[src/rtl/counter_enable_ctrl.sv]
// Control stage that sits in front of the 8-bit T-flip-flop counter.
// Start/stop/step/clear requests become a registered enable pulse and a
// registered active-low clear for the counter. A prescaler sets the enable
// rate while running; single-step mode issues exactly one enable pulse.
module counter_enable_ctrl #(
    parameter int unsigned PRESCALE_W = 8
) (
    input  logic                  clk,
    input  logic                  clear,
    input  logic                  start,
    input  logic                  stop,
    input  logic                  step,
    input  logic                  clr_req,
    input  logic [PRESCALE_W-1:0] prescale,
    output logic                  enable,
    output logic                  cnt_clear_n,
    output logic                  running,
    output logic [1:0]            state
);

    localparam logic [1:0] StIdle = 2'b00;
    localparam logic [1:0] StRun  = 2'b01;
    localparam logic [1:0] StStep = 2'b10;

    logic [1:0]            state_q, state_d;
    logic [PRESCALE_W-1:0] div_q, div_d;
    logic                  enable_q, enable_d;
    logic                  clear_n_q, clear_n_d;
    logic                  running_q;

    // Next-state logic; request priority is clr_req > stop > start > step.
    always_comb begin
        state_d   = state_q;
        div_d     = div_q;
        enable_d  = 1'b0;
        clear_n_d = ~clr_req;

        if (clr_req) begin
            // Counter clear wins over any pending pulse, including a STEP one.
            div_d = '0;
            if (state_q == StStep) begin
                state_d = StIdle;
            end
        end else begin
            case (state_q)
                StIdle: begin
                    if (stop) begin
                        state_d = StIdle;
                    end else if (start) begin
                        state_d = StRun;
                        div_d   = '0;
                    end else if (step) begin
                        state_d  = StStep;
                        enable_d = 1'b1;
                    end
                end
                StRun: begin
                    if (stop) begin
                        // A terminal count coinciding with stop is dropped.
                        state_d = StIdle;
                    end else if (div_q >= prescale) begin
                        // Live compare: lowering prescale below div fires at once,
                        // so div never has to wrap.
                        enable_d = 1'b1;
                        div_d    = '0;
                    end else begin
                        div_d = div_q + 1'b1;
                    end
                end
                StStep: begin
                    state_d = StIdle;
                end
                default: begin
                    state_d = StIdle;
                end
            endcase
        end
    end

    // State and output registers with synchronous active-high reset.
    always_ff @(posedge clk) begin
        if (clear) begin
            state_q   <= StIdle;
            div_q     <= '0;
            enable_q  <= 1'b0;
            clear_n_q <= 1'b0;
            running_q <= 1'b0;
        end else begin
            state_q   <= state_d;
            div_q     <= div_d;
            enable_q  <= enable_d;
            clear_n_q <= clear_n_d;
            running_q <= (state_d == StRun);
        end
    end

    assign enable      = enable_q;
    assign cnt_clear_n = clear_n_q;
    assign running     = running_q;
    assign state       = state_q;

endmodule

[config.mk]
export PLATFORM = sky130hd
export DESIGN_NAME = counter_enable_ctrl
export DESIGN_NICKNAME = d
export VERILOG_FILES = /design/src/rtl/counter_enable_ctrl.sv
export SDC_FILE = /design/constraint.sdc
export NUM_CORES = 1
export LEC_CHECK = 0
export CAP_MARGIN = 20
export CORE_MARGIN = 5
export CORE_UTILIZATION = 43
export CTS_CLUSTER_SIZE = 30
export DETAILED_ROUTE_END_ITERATION = 16
export PLACE_DENSITY = 0.72
export SETUP_SLACK_MARGIN = 0.2
export SLEW_MARGIN = 20
export SYNTH_ARGS = -nofsm -noshare
export SYNTH_HDL_FRONTEND = slang
export SYNTH_SLANG_ARGS = --single-unit
[constraint.sdc]
create_clock -name clk -period 1.4 [get_ports clk]
set_input_delay 0.28 -clock clk [delete_from_list [all_inputs] [get_ports clk]]
set_output_delay 0.28 -clock clk [all_outputs]
set_load 0.005 [all_outputs]
==> results of run 1 <==
## cell usage in the layout (no fill, tap or decap), types with 4 or more instances in the layout
| master | count |
|---|---|
| buf_4 | 24 |
| dlygate4sd2_1 | 12 |
| dfxtp_1 | 6 |
| inv_2 | 4 |
| nand2_1 | 12 |
| ha_4 | 5 |
| inv_1 | 10 |
| dfxtp_2 | 7 |
| a31oi_1 | 4 |
| nand3_1 | 6 |
| nor2_1 | 6 |
## cells by family after synthesis
logic type	Yosys count	share of synthesized area [%]
DFF	13	31.9
AOI/OAI and AO/OA	23	18.3
and+or+nand+nor	42	26.4
adders and majority gates	9	13.8
buffers and inverters	17	9.66
## what timing repair did
action,CTS,global route
resized for setup,43,11
setup buffers,3,3
endpoints found under the setup margin,17,13
endpoints found under the hold margin,0,0
pin swaps,23,13
cloned,2,0
## sequential cells by signal, indices dropped and copies added (netlist names)
register,flops
enable,1
state,2
running,1
div_q,8
cnt_clear_n,1
## through the flow
step | hold slack (ns) | setup slack (ns) | util (%) | std cells | area [µm²]
floorplan | 0.345 | -0.0269 | - | 104 | 845
global placement | 0.592 | -0.759 | 66.9 | 164 | 1180
detailed placement | 0.593 | -0.762 | 66.9 | 164 | 1180
CTS | 0.532 | -0.185 | 75.2 | 173 | 1330
global route | 0.491 | -0.344 | 79.6 | 176 | 1400
finish | 0.472 | -0.207 | 79.6 | 176 | 1400
## layout make-up
type / instances / share of cell area (%)
repair buffers: 44 / 25.7
inverters: 14 / 3.74
clock inverters: 1 / 0.357
multi-input cells: 76 / 47.2
clock buffers: 3 / 1.60
well taps: 25 / 2.23
flip-flops and latches: 13 / 19.2
## layer usage
metal	wire [µm]	vias up	part of all wire, %
met5	0	-	0
met4	59	0	2.2
met3	156	10	5.9
met2	1310	38	49
met1	1140	437	43
li1	-	468	-
## critical path, cell delays in order (launching register included)
cell	delay, ns
dfxtp_2	0.35
ha_4	0.16
nor3b_4	0.20
o211ai_1	0.15
buf_4	0.18
a21oi_4	0.24
o211ai_1	0.13
a21oi_1	0.13
## synth_stat cells (2+ instances only)
cell type | n | area, µm²
a31oi_1 | 4 | 25.0
o21ai_0 | 4 | 20.0
dfxtp_1 | 13 | 260
nand3_1 | 6 | 30.0
a21oi_1 | 5 | 25.0
ha_1 | 9 | 113
nor3_1 | 3 | 15.0
buf_6 | 2 | 22.5
nor3b_1 | 2 | 15.0
nor2b_1 | 2 | 12.5
inv_1 | 14 | 52.6
or2_2 | 2 | 12.5
o21a_1 | 2 | 15.0
o211ai_1 | 2 | 15.0
nand4_1 | 2 | 12.5
nor4_1 | 3 | 18.8
nor2_1 | 7 | 26.3
nand2_1 | 12 | 45.0
## where the power goes
group | switching [µW] | internal [µW] | leakage, µW
clock network | 146 | 107 | 0.0000177
registers | 2.75 | 376 | 0.000109
logic | 88.2 | 98.6 | 0.000460
## how the worst min path moves through the flow
stage / startpoint / end / slack [ns] / cells past startpoint
final: start / enable / 0.47 / 3
after global routing: start / enable / 0.49 / 3
after CTS: stop / enable / 0.53 / 4
after detailed placement: div_q[7] / div_q[7] / 0.59 / 3
after global placement: div_q[1] / div_q[1] / 0.59 / 3
after floorplan: clear / state[1] / 0.34 / 1
==> results_dict.tcl, run 1 <==
set metrics [dict create \
    powerDensity_mw_per_mm2 582 \
    seq_area_um2 269 \
    setup-violations-final 9 \
    hold_viol 0 \
    core_mm2 0.00176 \
    ant_nets 0 \
    cts_tree "yes" \
    r2r_slack_ns -0.21 \
    synth_cells 104 \
    critPathArrivalTime_ns 1.84 \
    synth.cell_area_um2 816 \
    tightest_slew_ns 0.447 \
    hold_class "input pin to flip-flop" \
    grtUsageTotal_pct 21.4 \
    worstSkewPairLatency_ns 0.30 \
    placementRows 15 \
    drt-total-wl_um 2660 \
    endpoint "div_q[7]" \
    cp-end-kind "flip-flop" \
    reg2reg_from "div_q[7]" \
    diodes 0 \
    finalNetCount 175 \
    die_h_um 53.6 \
    slew_headroom_pct 70.1 \
    place_congestion 0.768 \
    drc 0 \
    slew_violations 0 \
    critPathMaxFanout 6 \
    grt_use_met2_pct 36.7 \
    cts.sinks 13 \
    final.setup.tns_ns -1.58 \
    yosys_warnings 0 \
    fin_ws_ns -0.207 \
    ys_seq_elements 13 \
    cts.htree.levels 1 \
    numCtsBuffers 3 \
    fin_crit_ns 1.61 \
    r2r-end "div_q[7]" \
    yosysSeqAreaShare_pct 31.9 \
    critical_path_required_ns 1.63 \
    multi_input_area_um2 663 \
    syn_avg_cell_area_um2 7.84 \
    grt_pass1_vias 968 \
    io_buffers 18 \
    cts_root_buf "clkbuf_4" \
    fp.dieW_um 53.6 \
    syn2layout_area_growth_pct 72.1 \
    wire_per_inst_um 15.1 \
    dominantRegCellSynth "dfxtp_1" \
    async_flop_share_pct 0 \
    rsz0062_at_grt "yes" \
    leakagePower_uw 0.000587 \
    vias_per_cell 5.41 \
    num_vias 953 \
    crit_path_start_kind "flip-flop" \
    die-area_mm2 0.00287 \
    start_util_pct 46.2 \
    syn_nets 127 \
    ctsHoldBuffers 0 \
    maxClockFrequency_mhz 622 \
    dp_hpwl_um 1570 \
    finalCritPeriodShare_pct 115 \
    ir_drop_uv 646 \
    grt_use_met1_pct 24.0 \
    antenna_found_initial 0 \
    grt-ovfl-total 0 \
    clk_pin_slew_worst_paths_ns 0.09 \
    failed_checks "setup timing" \
    busiest_layer "met2" \
    synth_edf_count 0 \
    fin_skew_ns 0.00134 \
    fillers 127 \
    crit_type "flip-flop to flip-flop" \
    grt.met3_usage_pct 6.93 \
    grt_pass1_wl_um 4320 \
    totalPowerFinal_uw 817 \
    drtIter0Drc 27 \
    grt_max_degree 10 \
    startpoint "div_q[7]" \
    r2r_cells 7 \
    cap_viol_max_count 0 \
    cts_buffer_depth 2 \
    layout-drive-gt1-share_pct 44.4 \
    first_pass_iters 5 \
    yosysUniqueCellTypes 28 \
    outcome "finished, violations left" \
    io-pin-count 19 \
]
Power figures use the tool's default switching activity.
==> inputs of run 2 (changes only) <==
--- a/config.mk
+++ b/config.mk
@@ -10,6 +10,7 @@
 export CORE_UTILIZATION = 43
 export CTS_CLUSTER_SIZE = 30
 export DETAILED_ROUTE_END_ITERATION = 16
+export HOLD_SLACK_MARGIN = 0.15
 export PLACE_DENSITY = 0.72
 export SETUP_SLACK_MARGIN = 0.2
 export SLEW_MARGIN = 20
==> results of run 2 <==
Same layout as run 1: the final DEF is identical, and so are final timing and power.
==> inputs of run 3 (changes only) <==
--- a/config.mk
+++ b/config.mk
@@ -5,6 +5,7 @@
 export SDC_FILE = /design/constraint.sdc
 export NUM_CORES = 1
 export LEC_CHECK = 0
+export ABC_CLOCK_PERIOD_IN_PS = 1400
 export CAP_MARGIN = 20
 export CORE_MARGIN = 5
 export CORE_UTILIZATION = 43
==> results of run 3 <==
Same layout as run 1: the final DEF is identical, and so are final timing and power.
==> variant 1, RTL diff (config.mk and constraints of run 3) <==
Change the parameter `PRESCALE_W` from 8 to 9.
--- a/src/rtl/counter_enable_ctrl.sv
+++ b/src/rtl/counter_enable_ctrl.sv
@@ -5,3 +5,3 @@
 module counter_enable_ctrl #(
-    parameter int unsigned PRESCALE_W = 8
+    parameter int unsigned PRESCALE_W = 9
 ) (
Interface: changed (resized prescale); port bits go from 19 to 20. No check against the original RTL was run, so the function may have changed too.
==> variant 1 against run 3 <==
  * Setup slack gained 0.047 ns
  * The run still ends with setup timing left
  * Sequential cell count grew 1
  * Highest routed layer unchanged
  * Worst hold slack gained 0.0048 ns
  * Count of clock-buffer cells in the layout grew 1
  * Sequential share of layout area shrank 0.095 points
  * Routed wire length grew 4.4%
  * Final area grew 11%
  * Clock power grew 20%
  * Utilization grew 0.52 points
  * Synthesized area grew 5.4%
  * Cell count shrank 1.1%
  * Power grew 8.0%
  * Critical endpoint is now div_q[3]$_SDFFE_PP0P_
==> variant 1: results (changes against run 3) <==
multiplexer share of the synthesized area: 0% (unchanged)
Non-Filler Instances: 174 (-1.1%)
clk slew on worst S/H paths: 0.10 ns
largest net degree at the start of global routing: 9 (-1)
clk buf depth: 2 (unchanged)
H-Tree Depth: 1 (unchanged)
register area share after synthesis: 32.6% (+0.70 points)
P_leak: 0.000682 uW (+16%)
max reg flops: 9 (+1)
first-pass GRT wire length: 3790 um (-12%)
ys async rst share: 0% (unchanged)
Post-synth top cells: dfxtp_1 (14), inv_1 (13), ha_1 (10)
vias in the first global route: 906 (-6.4%)
XOR/XNOR share of the synthesized area: 5.09% (+5.1 points)
critical path's slowest cell: dfxtp_2
CTS root buffer: clkbuf_4
Routability Congestion: 0.789 (+2.7%)
Top reg by flops: div_q
MaxCap Viol Count: 0 (unchanged)
worst setup margin: -0.161 ns (+0.0465 ns)
clock buffer count from CTS: 3 (unchanged)
Post-Syn Nets: 126 (-0.79%)
HPWL after DPL: 1700 um (+8.4%)
post-synthesis cell count: 101 (-2.9%)
worst vdd ir: 707 uV (+9.5%)
share of cells above drive strength 1: 54.4% (+10 points)
Synth Area in Compound Gates: 18.2% (-0.056 points)
worst skew pair latency: 0.28 ns (-0.02 ns)
dpl ws: -0.586 ns (+0.176 ns)
ranking of synthesized cells by area: dfxtp_1 (33%), ha_1 (15%), inv_1 (5.7%)
area share of fa/ha/maj cells after synthesis: 14.6% (+0.75 points)
Vias: 934 (-2.0%)
setup_tns: -1.07 ns (+0.518 ns)
Diodes inserted: 0 (unchanged)
DRT iter0 DRCs: 10 (-63%)
initial antenna violation count: 0 (unchanged)
wire length per cell: 16.0 um (+5.6%)
status: complete, but fails checks
gr usage total: 17.6% (-3.9 points)
Crit path largest cell delay: 0.36 ns
CP Max Fanout: 5 (-1)
Worst Hold Class: register to register
Synth cell types: 29 (+3.6%)
Final Skew: 0.00451 ns (+0.00317 ns)
Ys Warns: 0 (unchanged)
actual slew at the worst max-slew pin: 0.270 ns (-0.178 ns)
Setup-failing EPs final: 9 (unchanged)
Port Buffers: 19 (+1)
number of iterations in the first detailed-routing pass: 4 (-1)
failing checks: setup timing
variant 1: cell families after synthesis:
family | count (synthesis)
AOI/OAI and AO/OA | 22
buffers and inverters | 13
and+or+nand+nor | 37
xor gates and xnor gates | 5
DFF | 14
adders and majority gates | 10
variant 1: stage by stage:
step	util, %	area [um^2]	hold slack, ns
5_1_grt	80.1	1560	0.490
4_1_cts	74.2	1440	0.482
2_1_floorplan	-	906	0.352
6_report	80.1	1560	0.476
3_3_place_gp	65.9	1280	0.495
3_5_place_dp	65.9	1280	0.505
variant 1: path summary, 6_finish.rpt:
| path | start | endpoint | slack, ns | cells past startpoint |
|---|---|---|---|---|
| max | div_q[7]$_SDFFE_PP0P_ | div_q[3]$_SDFFE_PP0P_ | -0.16 | 6 |
| min | div_q[1]$_SDFFE_PP0P_ | div_q[1]$_SDFFE_PP0P_ | 0.48 | 2 |
| max reg2reg | div_q[7]$_SDFFE_PP0P_ | div_q[3]$_SDFFE_PP0P_ | -0.16 | 6 |
| min reg2reg | div_q[1]$_SDFFE_PP0P_ | div_q[1]$_SDFFE_PP0P_ | 0.48 | 2 |
variant 1: power by group:
part / leakage [uW] / switching (uW) / internal (uW) / total [uW]
combinational: 0.000542 / 82.2 / 93.2 / 175
sequential: 0.000118 / 3.98 / 401 / 405
clock: 0.0000210 / 145 / 158 / 303
total: 0.000682 / 231 / 652 / 883
variant 1: repair_timing:
item	CTS	global route
hold endpoints to repair	0	0
pin swaps	21	8
setup endpoints to repair	17	15
setup buffers	1	2
gates resized for setup	41	23
variant 1: area by class of cell:
cell class              instances  area [um^2]
multi-input cells              74          774
repair buffers                 42          365
fillers                       132          387
flip-flops and latches         14          297
clock buffers                   4         36.3
inverters                      13         48.8
well taps                      27         33.8
variant 1: critical path: cells and delay by family (launching register included):
family	cells	cell delay, ns
adder cells (fa/ha/maj)	1	0.26
AND/OR/NAND/NOR	3	0.48
flip-flops	1	0.36
AO/OA/AOI/OAI	2	0.34
variant 1: metal layers:
metal  GRT usage (%)  share of wire (%)  vias up
met5               0                  0        -
met4            5.39                3.1        0
met3            2.45                4.4       12
met2            32.5                 52       29
met1            20.4                 41      449
li1                -                  -      444
==> variant 2, RTL diff (config.mk and constraints of run 3) <==
Made on the original files. Put one more register stage on the output `cnt_clear_n`, without a reset. The value now appears one clock later. The other outputs are not delayed to match.
--- a/src/rtl/counter_enable_ctrl.sv
+++ b/src/rtl/counter_enable_ctrl.sv
@@ -97,3 +97,5 @@
     assign enable      = enable_q;
-    assign cnt_clear_n = clear_n_q;
+    always_ff @(posedge clk) begin
+        cnt_clear_n <= clear_n_q;
+    end
     assign running     = running_q;
Behaviour: not the same (a bounded check fails within 4 cycles, from zero or initial values).
==> variant 2 against run 3 <==
  * The flow still finishes with violations (setup timing)
  * Critical path depth decreased by 1
  * Setup slack got worse by 0.21 ns
  * Synthesized area is 1.2% higher
  * Sequential cell count is 1 higher
  * Cell count up 1.1%
  * Clock skew is 0.0023 ns higher
  * Final area decreased by 0.89%
  * Fmax shrank 12%
  * Sequential share of layout area grew 1.8 points
  * Routed wire length grew 1.2%
  * First-iteration DRC count is 11% higher
  * Power is 0.82% lower
  * Critical endpoint is now div_q[1]$_SDFFE_PP0P_
==> variant 2: results (changes against run 3) <==
status: complete, but fails checks
number of iterations in the first detailed-routing pass: 4 (-1)
nets: 178 (+1.7%)
setup_tns: -3.39 ns (-1.80 ns)
reg2reg path depth: 6 (-1)
Post-Syn Nets: 128 (+0.79%)
Post-synth top cells: dfxtp_1 (14), nand2_1 (12), inv_1 (11)
Worst Hold Class: register to register
Placed Instances: 166 (+1.2%)
Setup-failing EPs final: 9 (unchanged)
clk slew on worst S/H paths: 0.08 ns
drt total wl: 2690 um (+1.2%)
post-synthesis cell count: 105 (+0.96%)
initial antenna violation count: 0 (unchanged)
CP Max Fanout: 5 (-1)
Crit path largest cell delay: 0.54 ns (+0.19 ns)
gr usage total: 20.1% (-1.4 points)
Crit path max-delay family: simple AND/OR/NAND/NOR gates
Ys Warns: 0 (unchanged)
P_leak: 0.000605 uW (+3.1%)
vias in the first global route: 946 (-2.3%)
Data arrival, critical path: 2.03 ns (+0.19 ns)
ranking of synthesized cells by area: dfxtp_1 (34%), ha_1 (14%), nand2_1 (5.5%)
DRT iter0 DRCs: 30 (+11%)
Routability Congestion: 0.804 (+4.7%)
Hold Path Depth: 0 (-3)
XOR/XNOR share of the synthesized area: 0% (unchanged)
largest net degree at the start of global routing: 8 (-2)
first-pass GRT wire length: 4020 um (-7.0%)
critical path's slowest cell: or4_4
area share of fa/ha/maj cells after synthesis: 13.6% (-0.17 points)
CTS root buffer: clkbuf_4
clk buf depth: 2 (unchanged)
Routed Antenna Nets: 0 (unchanged)
HPWL after DPL: 1680 um (+7.4%)
dpl ws: -0.824 ns (-0.0619 ns)
failing checks: setup timing
Vias: 970 (+1.8%)
register area share after synthesis: 33.9% (+2.0 points)
wire length per cell: 15.1 um (about the same)
met1 Use GR: 19.3% (-4.7 points)
share of cells above drive strength 1: 37.3% (-7.1 points)
worst skew pair latency: 0.29 ns
Synth cell types: 26 (-7.1%)
worst setup margin: -0.418 ns (-0.210 ns)
global routing usage on met3: 6.65% (-0.28 points)
met2 usage: 34.9% (-1.9 points)
worst vdd ir: 633 uV (-1.9%)
Synth Area in Compound Gates: 16.1% (-2.2 points)
fillers: 117 (-7.9%)
Slew headroom: 83.8% (+14 points)
Final Skew: 0.00367 ns (+0.00233 ns)
variant 2: logic make-up after synthesis:
logic type / Yosys count
fa+ha+maj: 9
buf+inv: 14
simple gates: 48
flops: 14
compound gates: 20
variant 2: layer usage:
metal	share of wire, %	wire [um]
met1	37	988
met2	50	1340
met3	7.6	204
met4	5.6	151
met5	0	0
variant 2: where the power goes:
part           internal [uW]  switching, uW  leakage [uW]
combinational           96.9           78.1      0.000475
sequential               402           3.26      0.000117
clock                    100            130     0.0000138
total                    599            212      0.000605
variant 2: stage by stage:
step	cell area, um^2	hold slack (ns)
after floorplan	855	0.310
after global placement	1210	0.311
after detailed placement	1210	0.346
after CTS	1330	0.361
after global routing	1390	0.379
final	1390	0.362
variant 2: path summary, 6_finish.rpt:
path | start | to | slack, ns
worst max-delay path | div_q[2]$_SDFFE_PP0P_ | div_q[1]$_SDFFE_PP0P_ | -0.42
worst min-delay path | clear_n_q$_SDFF_PP0_ | cnt_clear_n$_DFF_P_ | 0.36
worst max register to register | div_q[2]$_SDFFE_PP0P_ | div_q[1]$_SDFFE_PP0P_ | -0.42
worst min register to register | clear_n_q$_SDFF_PP0_ | cnt_clear_n$_DFF_P_ | 0.36
variant 2: final cells by class:
class                   instances  area (um^2)  area share, %
clock buffers                   3         22.5           1.62
inverters                      11         41.3           2.97
multi-input cells              79          607           43.6
flip-flops and latches         14          292           21.0
well taps                      25         31.3           2.25
repair buffers                 46          398           28.6
variant 2: what timing repair did:
item,CTS,global route
cloned,2,0
gates resized for setup,28,11
setup buffers,3,4
pin swaps,13,9
endpoints found under the setup margin,16,12
